**src/rtl/duptxdbuf.vh**
```
// TXDBUF register bit positions and FIFO entry field offsets shared by the
// transmit FIFO control logic and its package.
`ifndef DUPTXDBUF_VH
`define DUPTXDBUF_VH
`define TXDBUF_TXDAT_LSB 0
`define TXDBUF_TXSOM     8
`define TXDBUF_TXEOM     9
`define TXDBUF_TXABRT    10
`define TXDBUF_MNTT      11
`define TXDBUF_TXCRC     12
`define TXDBUF_RXCRC     14
`define TXDBUF_CLR       15
// entry layout {EOM,SOM,DATA}; offsets are added to DWIDTH
`define ENT_SOM_OFS      0
`define ENT_EOM_OFS      1
`endif

```
**src/rtl/dup_tx_fifo_pkg.sv**
```systemverilog
// Shared types and TXDBUF readback packing for the DUP transmit FIFO.
package dup_tx_fifo_pkg;
`include "duptxdbuf.vh"

  typedef struct packed {
    logic       abrt;
    logic       eom;
    logic       som;
    logic [7:0] data;
  } hold_t;

  function automatic logic [15:0] txdbuf_rd(hold_t h, logic rxcrc, logic txcrc, logic mntt);
    logic [15:0] r;
    r = '0;
    r[`TXDBUF_TXDAT_LSB +: 8] = h.data;
    r[`TXDBUF_TXSOM]  = h.som;
    r[`TXDBUF_TXEOM]  = h.eom;
    r[`TXDBUF_TXABRT] = h.abrt;
    r[`TXDBUF_MNTT]   = mntt;
    r[`TXDBUF_TXCRC]  = txcrc;
    r[`TXDBUF_RXCRC]  = rxcrc;
    return r;
  endfunction
endpackage

```
**src/rtl/dup_tx_fifo_if.sv**
```systemverilog
// Transmit-side handshake between the FIFO (master) and the serializer (slave).
interface dup_tx_fifo_if #(parameter int DWIDTH = 8);
  logic              txVALID;
  logic              txREADY;
  logic [DWIDTH-1:0] txDATA;
  logic              txSOM;
  logic              txEOM;
  logic              txACTIVE;
  logic              txABORT;

  modport master (output txVALID, txDATA, txSOM, txEOM, txABORT, input txREADY, txACTIVE);
  modport slave  (input txVALID, txDATA, txSOM, txEOM, txABORT, output txREADY, txACTIVE);
endinterface

```
**src/rtl/dup_tx_ram.sv**
```systemverilog
// FIFO storage: synchronous write, asynchronous read, no reset.
module dup_tx_ram #(
  parameter int DEPTH = 4,
  parameter int W     = 10
) (
  input  logic                     clk,
  input  logic                     we,
  input  logic [$clog2(DEPTH)-1:0] waddr,
  input  logic [W-1:0]             wdata,
  input  logic [$clog2(DEPTH)-1:0] raddr,
  output logic [W-1:0]             rdata
);
  logic [W-1:0] mem [DEPTH];

  always_ff @(posedge clk)
    if (we) mem[waddr] <= wdata;

  assign rdata = mem[raddr];
endmodule

```
**src/rtl/dup_tx_fifo.sv**
```systemverilog
// DUP transmit character FIFO with TXDBUF holding register and abort/flush.
// Optional underrun detection is compiled in with DUP_TX_UNDERRUN_EN.
`include "duptxdbuf.vh"
module dup_tx_fifo
  import dup_tx_fifo_pkg::*;
#(
  parameter int DEPTH  = 4,
  parameter int DWIDTH = 8
) (
  input  logic                   clk,
  input  logic                   rst,
  input  logic                   dupINIT,
  input  logic                   txdbufWRITE,
  input  logic                   devLOBYTE,
  input  logic                   devHIBYTE,
  input  logic [35:0]            dupDATAI,
  input  logic                   dupRXCRC,
  input  logic                   dupTXCRC,
  input  logic                   dupMNTT,
  dup_tx_fifo_if.master          tx,
  output logic                   dupTXDONE,
  output logic                   dupTXOVF,
  output logic                   dupTXUNDR,
  output logic [$clog2(DEPTH):0] txCOUNT,
  output logic [15:0]            regTXDBUF
);
  localparam int AW = $clog2(DEPTH);
  localparam int EW = DWIDTH + 2;

  logic [AW-1:0] wptr, rptr;
  logic [AW:0]   count;
  logic [EW-1:0] wdata, rdata;
  hold_t         hold;
  logic          abort_q;

  logic clr_init, wr_lo, wr_hi, abort, clr, full, empty, push, pop;
  assign clr_init = rst | dupINIT;
  assign wr_lo    = txdbufWRITE & devLOBYTE;
  assign wr_hi    = txdbufWRITE & devHIBYTE;
  assign abort    = wr_hi & dupDATAI[`TXDBUF_TXABRT];
  assign clr      = wr_hi & dupDATAI[`TXDBUF_CLR];
  assign full     = count == (AW+1)'(DEPTH);
  assign empty    = count == '0;
  // a full FIFO drops the write even if the head leaves this cycle
  assign push     = wr_lo & ~full & ~abort;
  assign pop      = ~empty & tx.txREADY & ~abort;

  assign wdata[DWIDTH-1:0]              = dupDATAI[DWIDTH-1:0];
  assign wdata[DWIDTH + `ENT_SOM_OFS]   = wr_hi & dupDATAI[`TXDBUF_TXSOM];
  assign wdata[DWIDTH + `ENT_EOM_OFS]   = wr_hi & dupDATAI[`TXDBUF_TXEOM];

  dup_tx_ram #(.DEPTH(DEPTH), .W(EW)) u_ram (
    .clk   (clk),
    .we    (push),
    .waddr (wptr),
    .wdata (wdata),
    .raddr (rptr),
    .rdata (rdata)
  );

  always_ff @(posedge clk) begin
    if (clr_init) begin
      wptr     <= '0;
      rptr     <= '0;
      count    <= '0;
      hold     <= '0;
      dupTXOVF <= 1'b0;
      abort_q  <= 1'b0;
    end else begin
      abort_q <= abort;
      if (abort) begin
        wptr  <= '0;
        rptr  <= '0;
        count <= '0;
      end else begin
        if (push) wptr <= wptr + 1'b1;
        if (pop)  rptr <= rptr + 1'b1;
        count <= count + (AW+1)'(push) - (AW+1)'(pop);
      end
      if (wr_lo) hold.data <= 8'(dupDATAI[DWIDTH-1:0]);
      if (wr_hi) begin
        hold.som  <= dupDATAI[`TXDBUF_TXSOM];
        hold.eom  <= dupDATAI[`TXDBUF_TXEOM];
        hold.abrt <= dupDATAI[`TXDBUF_TXABRT];
      end
      if (clr) dupTXOVF <= 1'b0;
      if (wr_lo & full & ~abort) dupTXOVF <= 1'b1;
    end
  end

`ifdef DUP_TX_UNDERRUN_EN
  // last_eom starts at 1 so an idle serializer before any pop is not an underrun
  logic last_eom;
  always_ff @(posedge clk) begin
    if (clr_init) begin
      dupTXUNDR <= 1'b0;
      last_eom  <= 1'b1;
    end else begin
      if (pop) last_eom <= rdata[DWIDTH + `ENT_EOM_OFS];
      if (clr) dupTXUNDR <= 1'b0;
      if (tx.txACTIVE & tx.txREADY & empty & ~last_eom) dupTXUNDR <= 1'b1;
    end
  end
`else
  logic unused_active;
  assign unused_active = tx.txACTIVE;
  assign dupTXUNDR     = 1'b0;
`endif

  logic unused_bus;
  assign unused_bus = ^dupDATAI;

  assign tx.txVALID = ~empty;
  assign tx.txDATA  = empty ? '0   : rdata[DWIDTH-1:0];
  assign tx.txSOM   = empty ? 1'b0 : rdata[DWIDTH + `ENT_SOM_OFS];
  assign tx.txEOM   = empty ? 1'b0 : rdata[DWIDTH + `ENT_EOM_OFS];
  assign tx.txABORT = abort_q;
  assign dupTXDONE  = ~full;
  assign txCOUNT    = count;
  assign regTXDBUF  = txdbuf_rd(hold, dupRXCRC, dupTXCRC, dupMNTT);
endmodule

```
**src/flat_wrapper.sv**
```systemverilog
// flat-port wrapper written by rule: the top's interface ports become plain ports
module dup_tx_fifo_flat import dup_tx_fifo_pkg::*;
#(
  parameter int DEPTH  = 4,
  parameter int DWIDTH = 8
)
  (clk, rst, dupINIT, txdbufWRITE, devLOBYTE, devHIBYTE, dupDATAI, dupRXCRC, dupTXCRC, dupMNTT, dupTXDONE, dupTXOVF, dupTXUNDR, txCOUNT, regTXDBUF, tx_txVALID, tx_txDATA, tx_txSOM, tx_txEOM, tx_txABORT, tx_txREADY, tx_txACTIVE);
  dup_tx_fifo_if #(.DWIDTH(DWIDTH)) tx_i ();
  input  logic clk;
  input  logic rst;
  input  logic dupINIT;
  input  logic txdbufWRITE;
  input  logic devLOBYTE;
  input  logic devHIBYTE;
  input  logic [35:0] dupDATAI;
  input  logic dupRXCRC;
  input  logic dupTXCRC;
  input  logic dupMNTT;
  output logic dupTXDONE;
  output logic dupTXOVF;
  output logic dupTXUNDR;
  output logic [$clog2(DEPTH):0] txCOUNT;
  output logic [15:0] regTXDBUF;
  output wire logic [$bits(tx_i.txVALID)-1:0] tx_txVALID;
  output wire logic [$bits(tx_i.txDATA)-1:0] tx_txDATA;
  output wire logic [$bits(tx_i.txSOM)-1:0] tx_txSOM;
  output wire logic [$bits(tx_i.txEOM)-1:0] tx_txEOM;
  output wire logic [$bits(tx_i.txABORT)-1:0] tx_txABORT;
  input wire logic [$bits(tx_i.txREADY)-1:0] tx_txREADY;
  input wire logic [$bits(tx_i.txACTIVE)-1:0] tx_txACTIVE;
  assign tx_txVALID = tx_i.txVALID;
  assign tx_txDATA = tx_i.txDATA;
  assign tx_txSOM = tx_i.txSOM;
  assign tx_txEOM = tx_i.txEOM;
  assign tx_txABORT = tx_i.txABORT;
  assign tx_i.txREADY = tx_txREADY;
  assign tx_i.txACTIVE = tx_txACTIVE;
  dup_tx_fifo #(.DEPTH(DEPTH), .DWIDTH(DWIDTH)) u_core (.clk(clk), .rst(rst), .dupINIT(dupINIT), .txdbufWRITE(txdbufWRITE), .devLOBYTE(devLOBYTE), .devHIBYTE(devHIBYTE), .dupDATAI(dupDATAI), .dupRXCRC(dupRXCRC), .dupTXCRC(dupTXCRC), .dupMNTT(dupMNTT), .tx(tx_i), .dupTXDONE(dupTXDONE), .dupTXOVF(dupTXOVF), .dupTXUNDR(dupTXUNDR), .txCOUNT(txCOUNT), .regTXDBUF(regTXDBUF));
endmodule
```
**config.mk**
```make
export PLATFORM = sky130hd
export DESIGN_NAME = dup_tx_fifo_flat
export DESIGN_NICKNAME = d
export VERILOG_FILES = /design/src/rtl/dup_tx_fifo_pkg.sv /design/src/rtl/dup_tx_fifo_if.sv /design/src/rtl/dup_tx_ram.sv /design/src/rtl/dup_tx_fifo.sv /design/src/flat_wrapper.sv
export VERILOG_INCLUDE_DIRS = /design/src /design/src/rtl
export SDC_FILE = /design/constraint.sdc
export NUM_CORES = 1
export LEC_CHECK = 0
export CAP_MARGIN = 20
export CORE_ASPECT_RATIO = 1.5
export CORE_MARGIN = 3
export CORE_UTILIZATION = 45
export CTS_BUF_LIST = sky130_fd_sc_hd__clkbuf_16
export DETAILED_ROUTE_END_ITERATION = 10
export PLACE_DENSITY = 0.77
export SYNTH_ARGS = -nofsm -noshare
export SYNTH_HDL_FRONTEND = slang
export SYNTH_HIERARCHICAL = 1
export SYNTH_SLANG_ARGS = --single-unit
```
**constraint.sdc**
```tcl
create_clock -name clk -period 3.28 [get_ports clk]
set_input_delay 0.656 -clock clk [delete_from_list [all_inputs] [get_ports clk]]
set_output_delay 0.656 -clock clk [all_outputs]
set_load 0.01 [all_outputs]
```
After elaboration in Yosys (flattened, before gate mapping)
Memory sizes are Yosys's and may differ from the RTL's. A register that Yosys moved wholly into a read port is not among the register bits. Index checks and enable logic that the tools add are counted.

Bits in writable memories: 40. Memory bits (read-only): 0. Register bits: 20. Memories: 1. Logic and storage cells: 43. Latch bits: 0.

Memories: u_core.u_ram.mem (words 4, bits a word 10, rd ports 1, clocked after Yosys merged registers in 1, write ports 1, RTL line dup_tx_ram.sv:13) `logic [W-1:0] mem [DEPTH];`.

Reductions and logical operators: 3. Magnitude comparators: 0. Shifts and indexed selects: 0. Bitwise gates (word level): 16. $mul: 0. Eq/ne operators: 1. Mux-type cells: 9. Divide/modulo/power cells: 0. Add/sub/neg operators: 4.

Operators by type and width (count): AND 1 bit (12); 2-to-1 mux 8 bit (1); 2-to-1 mux 1 bit (6); adder 2 x 1 -> 2 bit, second input constant (2); 2-to-1 mux 2 bit (2); adder 3 x 1 -> 3 bit (1); == test 3 bit, second input constant (1); logical NOT 3 bit (1); inverter 1 bit (3); subtractor 3 x 1 -> 3 bit (1); nonzero test 2 bit (1); OR reduction 2 bit (1); OR 1 bit (1).

Logic depth before layout (Yosys ltp)
Depth after elaboration: 6. Depth in mapped cells: 11. Gate-level depth less buffers: 10.

Modules after synthesis
The synthesis kept the hierarchy.

By module, submodules not included: dup_tx_ram (times used 1, cells each 56, area each 1473.9 um^2, sequential area each 1201.2 um^2); dup_tx_fifo (times used 1, cells each 118, area each 960.9 um^2, sequential area each 400.4 um^2).

Worst setup path before layout
Ideal clock, no wire load.

Path type: input-to-reg. Start: input devLOBYTE. End: register u_core.count[2], in the netlist u_core/txCOUNT[2]. Required time: 3.164 ns. Library setup time: 0.116 ns. Setup slack: 0.689 ns. Arrival time: 2.475 ns. Stages on the path: 11. Cells stage by stage: nand2_1 -> clkbuf_1 -> nor3_1 -> inv_1 -> ha_1 -> inv_1 -> ha_1 -> fa_1 -> xnor2_1 -> xnor2_1 -> nor2_1.

Word-level cells in the longest chain between the ends: 5.

Ends and longest elaborated chain: start: declaration (RTL line flat_wrapper.sv:13) `input logic devLOBYTE;`; AND 1 bit (RTL line dup_tx_fifo.sv:38) `assign wr_lo = txdbufWRITE & devLOBYTE;`; AND 1 bit (2 in a row) (RTL line dup_tx_fifo.sv:45) `assign push = wr_lo & ~full & ~abort;`; via u_core.push (RTL line dup_tx_fifo.sv:36) `logic clr_init, wr_lo, wr_hi, abort, clr, full, empty, push, pop;`; adder 3 x 1 -> 3 bit (RTL line dup_tx_fifo.sv:78) `count <= count + (AW+1)'(push) - (AW+1)'(pop);`; subtractor 3 x 1 -> 3 bit (RTL line dup_tx_fifo.sv:78); end signal: assignment (RTL line dup_tx_fifo.sv:78); end: declaration (RTL line dup_tx_fifo.sv:31) `logic [AW:0] count;`.

The timed path passes the listed nets, and every way through them passes these cells. A chain may end at the register's enable or synchronous reset.

Final worst setup path
Start: input txdbufWRITE. End: register u_core.count[2], in the netlist u_core/txCOUNT[2].

Word-level cells in the longest chain between the ends: 6.

Ends and longest elaborated chain: start: declaration (RTL line flat_wrapper.sv:12) `input logic txdbufWRITE;`; AND 1 bit (RTL line dup_tx_fifo.sv:39) `assign wr_hi = txdbufWRITE & devHIBYTE;`; AND 1 bit (RTL line dup_tx_fifo.sv:40) `` assign abort = wr_hi & dupDATAI[`TXDBUF_TXABRT]; ``; inverter 1 bit (RTL line dup_tx_fifo.sv:45); AND 1 bit (*) (RTL line dup_tx_fifo.sv:45); via u_core.push (RTL line dup_tx_fifo.sv:36); adder 3 x 1 -> 3 bit (*) (RTL line dup_tx_fifo.sv:78); subtractor 3 x 1 -> 3 bit (*) (RTL line dup_tx_fifo.sv:78).

Mark *: on every way through the listed nets, which the timed path passes. The rest lies on a longest branch.

==> metrics.txt <==
complex-gate fraction of the synthesized area=0.0416; initial antenna violation count=0; post-synth top area cell=edfxtp_1; final cell count without fillers=298; clock-pin slew of the registers on the worst-case setup and hold paths=~0.05 ns; placed cells=283; Clock power frac=0.450; start point of the worst hold path=u_core/regTXDBUF[4]$_SDFFE_PP0N_; Cell Area, Synth=between 0.002 and 0.0025 mm^2; TritonCTS Buffers=9; vias in the first global route=between 1000 and 1500; setup TNS=0 ns; Sw Share=0.197; # rows=32; I/O pin count=between 80 and 90; CP endpoint kind=flip-flop; static leakage=roughly 1.1 nW; Comb power frac=0.067; die height=about 96 um; Final period util=0.868; H-tree levels=3; pins over their slew limit=0; Synth Warn #=6; total global routing overflow=0; routed len/inst=~15 um; post-cts sizing count=0; die area=roughly 0.0063 mm^2; Worst Tran Pin Value=0.563 ns; Total Routing Usage GR=0.164; Filler cells=416; Final Core Density=0.616; dpl hpwl=slightly above 3 mm; top-area cell type share of the netlist area=0.493; multiplexer share of the synthesized area=0.0966; FF-to-FF End=u_core/txCOUNT[2]$_SDFF_PP0_; main combinational cell family by area after synthesis=simple AND/OR/NAND/NOR gates; Total Wirelength=between 4 and 5 mm; routability cong.=approximately 0.77; Layout Nets=approximately 280; first-pass GRT wire length=7.09 mm; fin worst setup slack=between 0.4 and 0.5 ns; Final Hold Fails=0; Final min period=2.85 ns; hold bufs inserted after CTS=0; Setup Buffers After CTS=0; Synth-to-Final Area Change=31.6%; Crit-path slowest cell=clkdlybuf4s50_1; Int Power=between 1 and 1.5 mW; Seq cells post-synth=60; peak fanout along the critical path=8; endpoints failing setup=0; post-synthesis async set-or-reset flop share=0; Mapped Avg Cell Area=approximately 14 um^2; worst reg2reg setup slack=about 0.86 ns; largest net degree at the start of global routing=15; status=finished clean; WHS Endpoint=u_core/regTXDBUF[4]$_SDFFE_PP0N_; Final Skew=between 0.007 and 0.008 ns; Synth Area in Simple Gates=0.127; sequential-to-total area share from yosys stat=0.658; peak supply drop=around 0.00033 V; pre-CTS WS=approximately 0.13 ns; worst path cell trace=clkdlybuf4s50_1 > nand2_1 > nor3_1 > inv_1 > ha_1 > inv_1 > ha_1 > fa_1 > xnor2_1 > xnor2_1 > nor2_1; CTS max path bufs=2; Initial Util=0.468; WP data arrival=about 3 ns; RSZ-0062 raised after global routing=false; most frequent cells after synthesis=edfxtp_1, nand2_1, dfxtp_1; worst hold stages=2; Pre-antenna DRT Iters=6; Reg2Reg Launch Point=u_core/txCOUNT[1]$_SDFF_PP0_; Worst Path Required=about 3.5 ns; startpoint types=input pin; sequential group share of total power=0.483; Adder-Cell Fraction of Synth Area=0.0185; Core ar.=approximately 0.0052 mm^2; most common cell in the synthesized netlist=edfxtp_1; CTS Root Cell=clkbuf_16; Residual DRC=0; CP Buf/Inv Count=3; Mapped Cells=between 150 and 200; Post-Synth XOR/XNOR Area=0.0144; Worst Setup SP=txdbufWRITE; crit-path max cell delay=between 0.5 and 0.6 ns; worst r2r path cells=10; share of layout cells above drive strength 1=0.130; WS Path Type=input pin to flip-flop; remaining antenna violation count=0; CP top delay family=adder cells; IO buf count=46; ant diodes=0; die width=approximately 66 um; Max-slew headroom=0.624; clk_lat worst skew=0.32 ns; Initial DRC Count=38; Max Freq=between 300 and 400 MHz; CTS sink count=60; Tightest Hold Check Type=flip-flop to flip-flop; pwr/cell area=533 mW/mm^2; ranking of synthesized cells by area=edfxtp_1, dfxtp_1, mux4_2, nand2_1, nor2b_1; Netlist cell types=33; Sw Pwr=around 0.34 mW; Via Count=~1500; final hold slack=0.462 ns; max-capacitance violation count=0; vias per cell=approximately 5; Post-synth EDFFs=40; CTS tree=done; Post-synth top flop=edfxtp_1
-- through the flow --
step,cell area [um^2],power [mW]
2_1_floorplan,2440,0.895
3_3_place_gp,2950,0.952
3_5_place_dp,2950,0.955
4_1_cts,3200,1.73
5_1_grt,3200,1.77
6_report,3200,1.71
-- registers in the layout (all words and copies together) (netlist names) --
register and count:
u_core/dupTXOVF 1, u_core/regTXDBUF 11, u_core/rptr 2, u_core/tx.txABORT 1
u_core/txCOUNT 3, u_core/u_ram/mem 40, u_core/wptr 2
-- worst register-to-register path, delay by kind of cell, from the launching register on --
family | cells | cell delay [ns]
simple gates | 3 | 0.53
xor+xnor | 2 | 0.34
fa+ha+maj | 3 | 0.87
buf+inv | 2 | 0.12
flops | 1 | 0.46
-- power groups by stage --
stage	Sequential, mW	Combinational (mW)	Clock, mW
6_report	0.825	0.115	0.768
5_1_grt	0.825	0.126	0.816
4_1_cts	0.825	0.117	0.790
3_5_place_dp	0.839	0.116	0
3_3_place_gp	0.838	0.114	0
2_1_floorplan	0.840	0.0550	0
-- worst max-delay path by stage --
stage | end | cells past startpoint
after floorplan | u_core/txCOUNT[2]$_SDFF_PP0_ | 11
after CTS | u_core/txCOUNT[2]$_SDFF_PP0_ | 11
after global placement | u_core/txCOUNT[2]$_SDFF_PP0_ | 11
after detailed placement | u_core/txCOUNT[2]$_SDFF_PP0_ | 11
after global routing | u_core/txCOUNT[2]$_SDFF_PP0_ | 11
final | u_core/txCOUNT[2]$_SDFF_PP0_ | 11
-- cells in the final DEF, fill, tap and decap left out --
| cell type | count |
|---|---|
| a21oi_1 | 12 |
| a311oi_1 | 1 |
| a32oi_1 | 1 |
| and2_1 | 4 |
| and3_1 | 3 |
| and3b_1 | 2 |
| buf_4 | 6 |
| clkbuf_16 | 9 |
| clkdlybuf4s50_1 | 46 |
| clkinv_1 | 1 |
| clkinv_2 | 3 |
| conb_1 | 3 |
| dfxtp_1 | 20 |
| edfxtp_1 | 40 |
| fa_1 | 1 |
| ha_1 | 2 |
| inv_1 | 8 |
| mux2i_1 | 1 |
| mux4_2 | 10 |
| nand2_1 | 21 |
| nand2b_1 | 2 |
| nand3_1 | 2 |
| nor2_1 | 7 |
| nor2b_1 | 11 |
| nor3_1 | 2 |
| nor3b_1 | 1 |
| nor3b_2 | 1 |
| nor4b_1 | 1 |
| o311ai_0 | 1 |
| o31ai_1 | 2 |
| or2_2 | 1 |
| or4_1 | 1 |
| xnor2_1 | 2 |
| xor2_1 | 2 |
-- cell type report --
cell class / instances / area [um^2] / area share
well taps: 68 / 85.1 / 0.0266
multi-input cells: 97 / 738 / 0.230
repair buffers: 52 / 505 / 0.158
flip-flops and latches: 60 / 1600 / 0.500
clock buffers: 9 / 225 / 0.0703
inverters: 6 / 22.5 / 0.00703
clock inverters: 6 / 26.3 / 0.00820
-- routing by layer --
metal,wire length [um],GRT usage
met5,0,0
met4,129,0.112
met2,2500,0.284
met3,222,0.0561
met1,1710,0.162
-- cell families (layout without fill, tap and decap cells) --
logic type | Yosys count | in the layout
flops | 60 | 60
simple gates | 59 | 59
buf+inv | 19 | 73
compound gates | 17 | 17
mux | 11 | 11
xor+xnor | 4 | 4
fa+ha+maj | 3 | 3
other cells | 1 | 3
(Power assumes the default switching activity.)
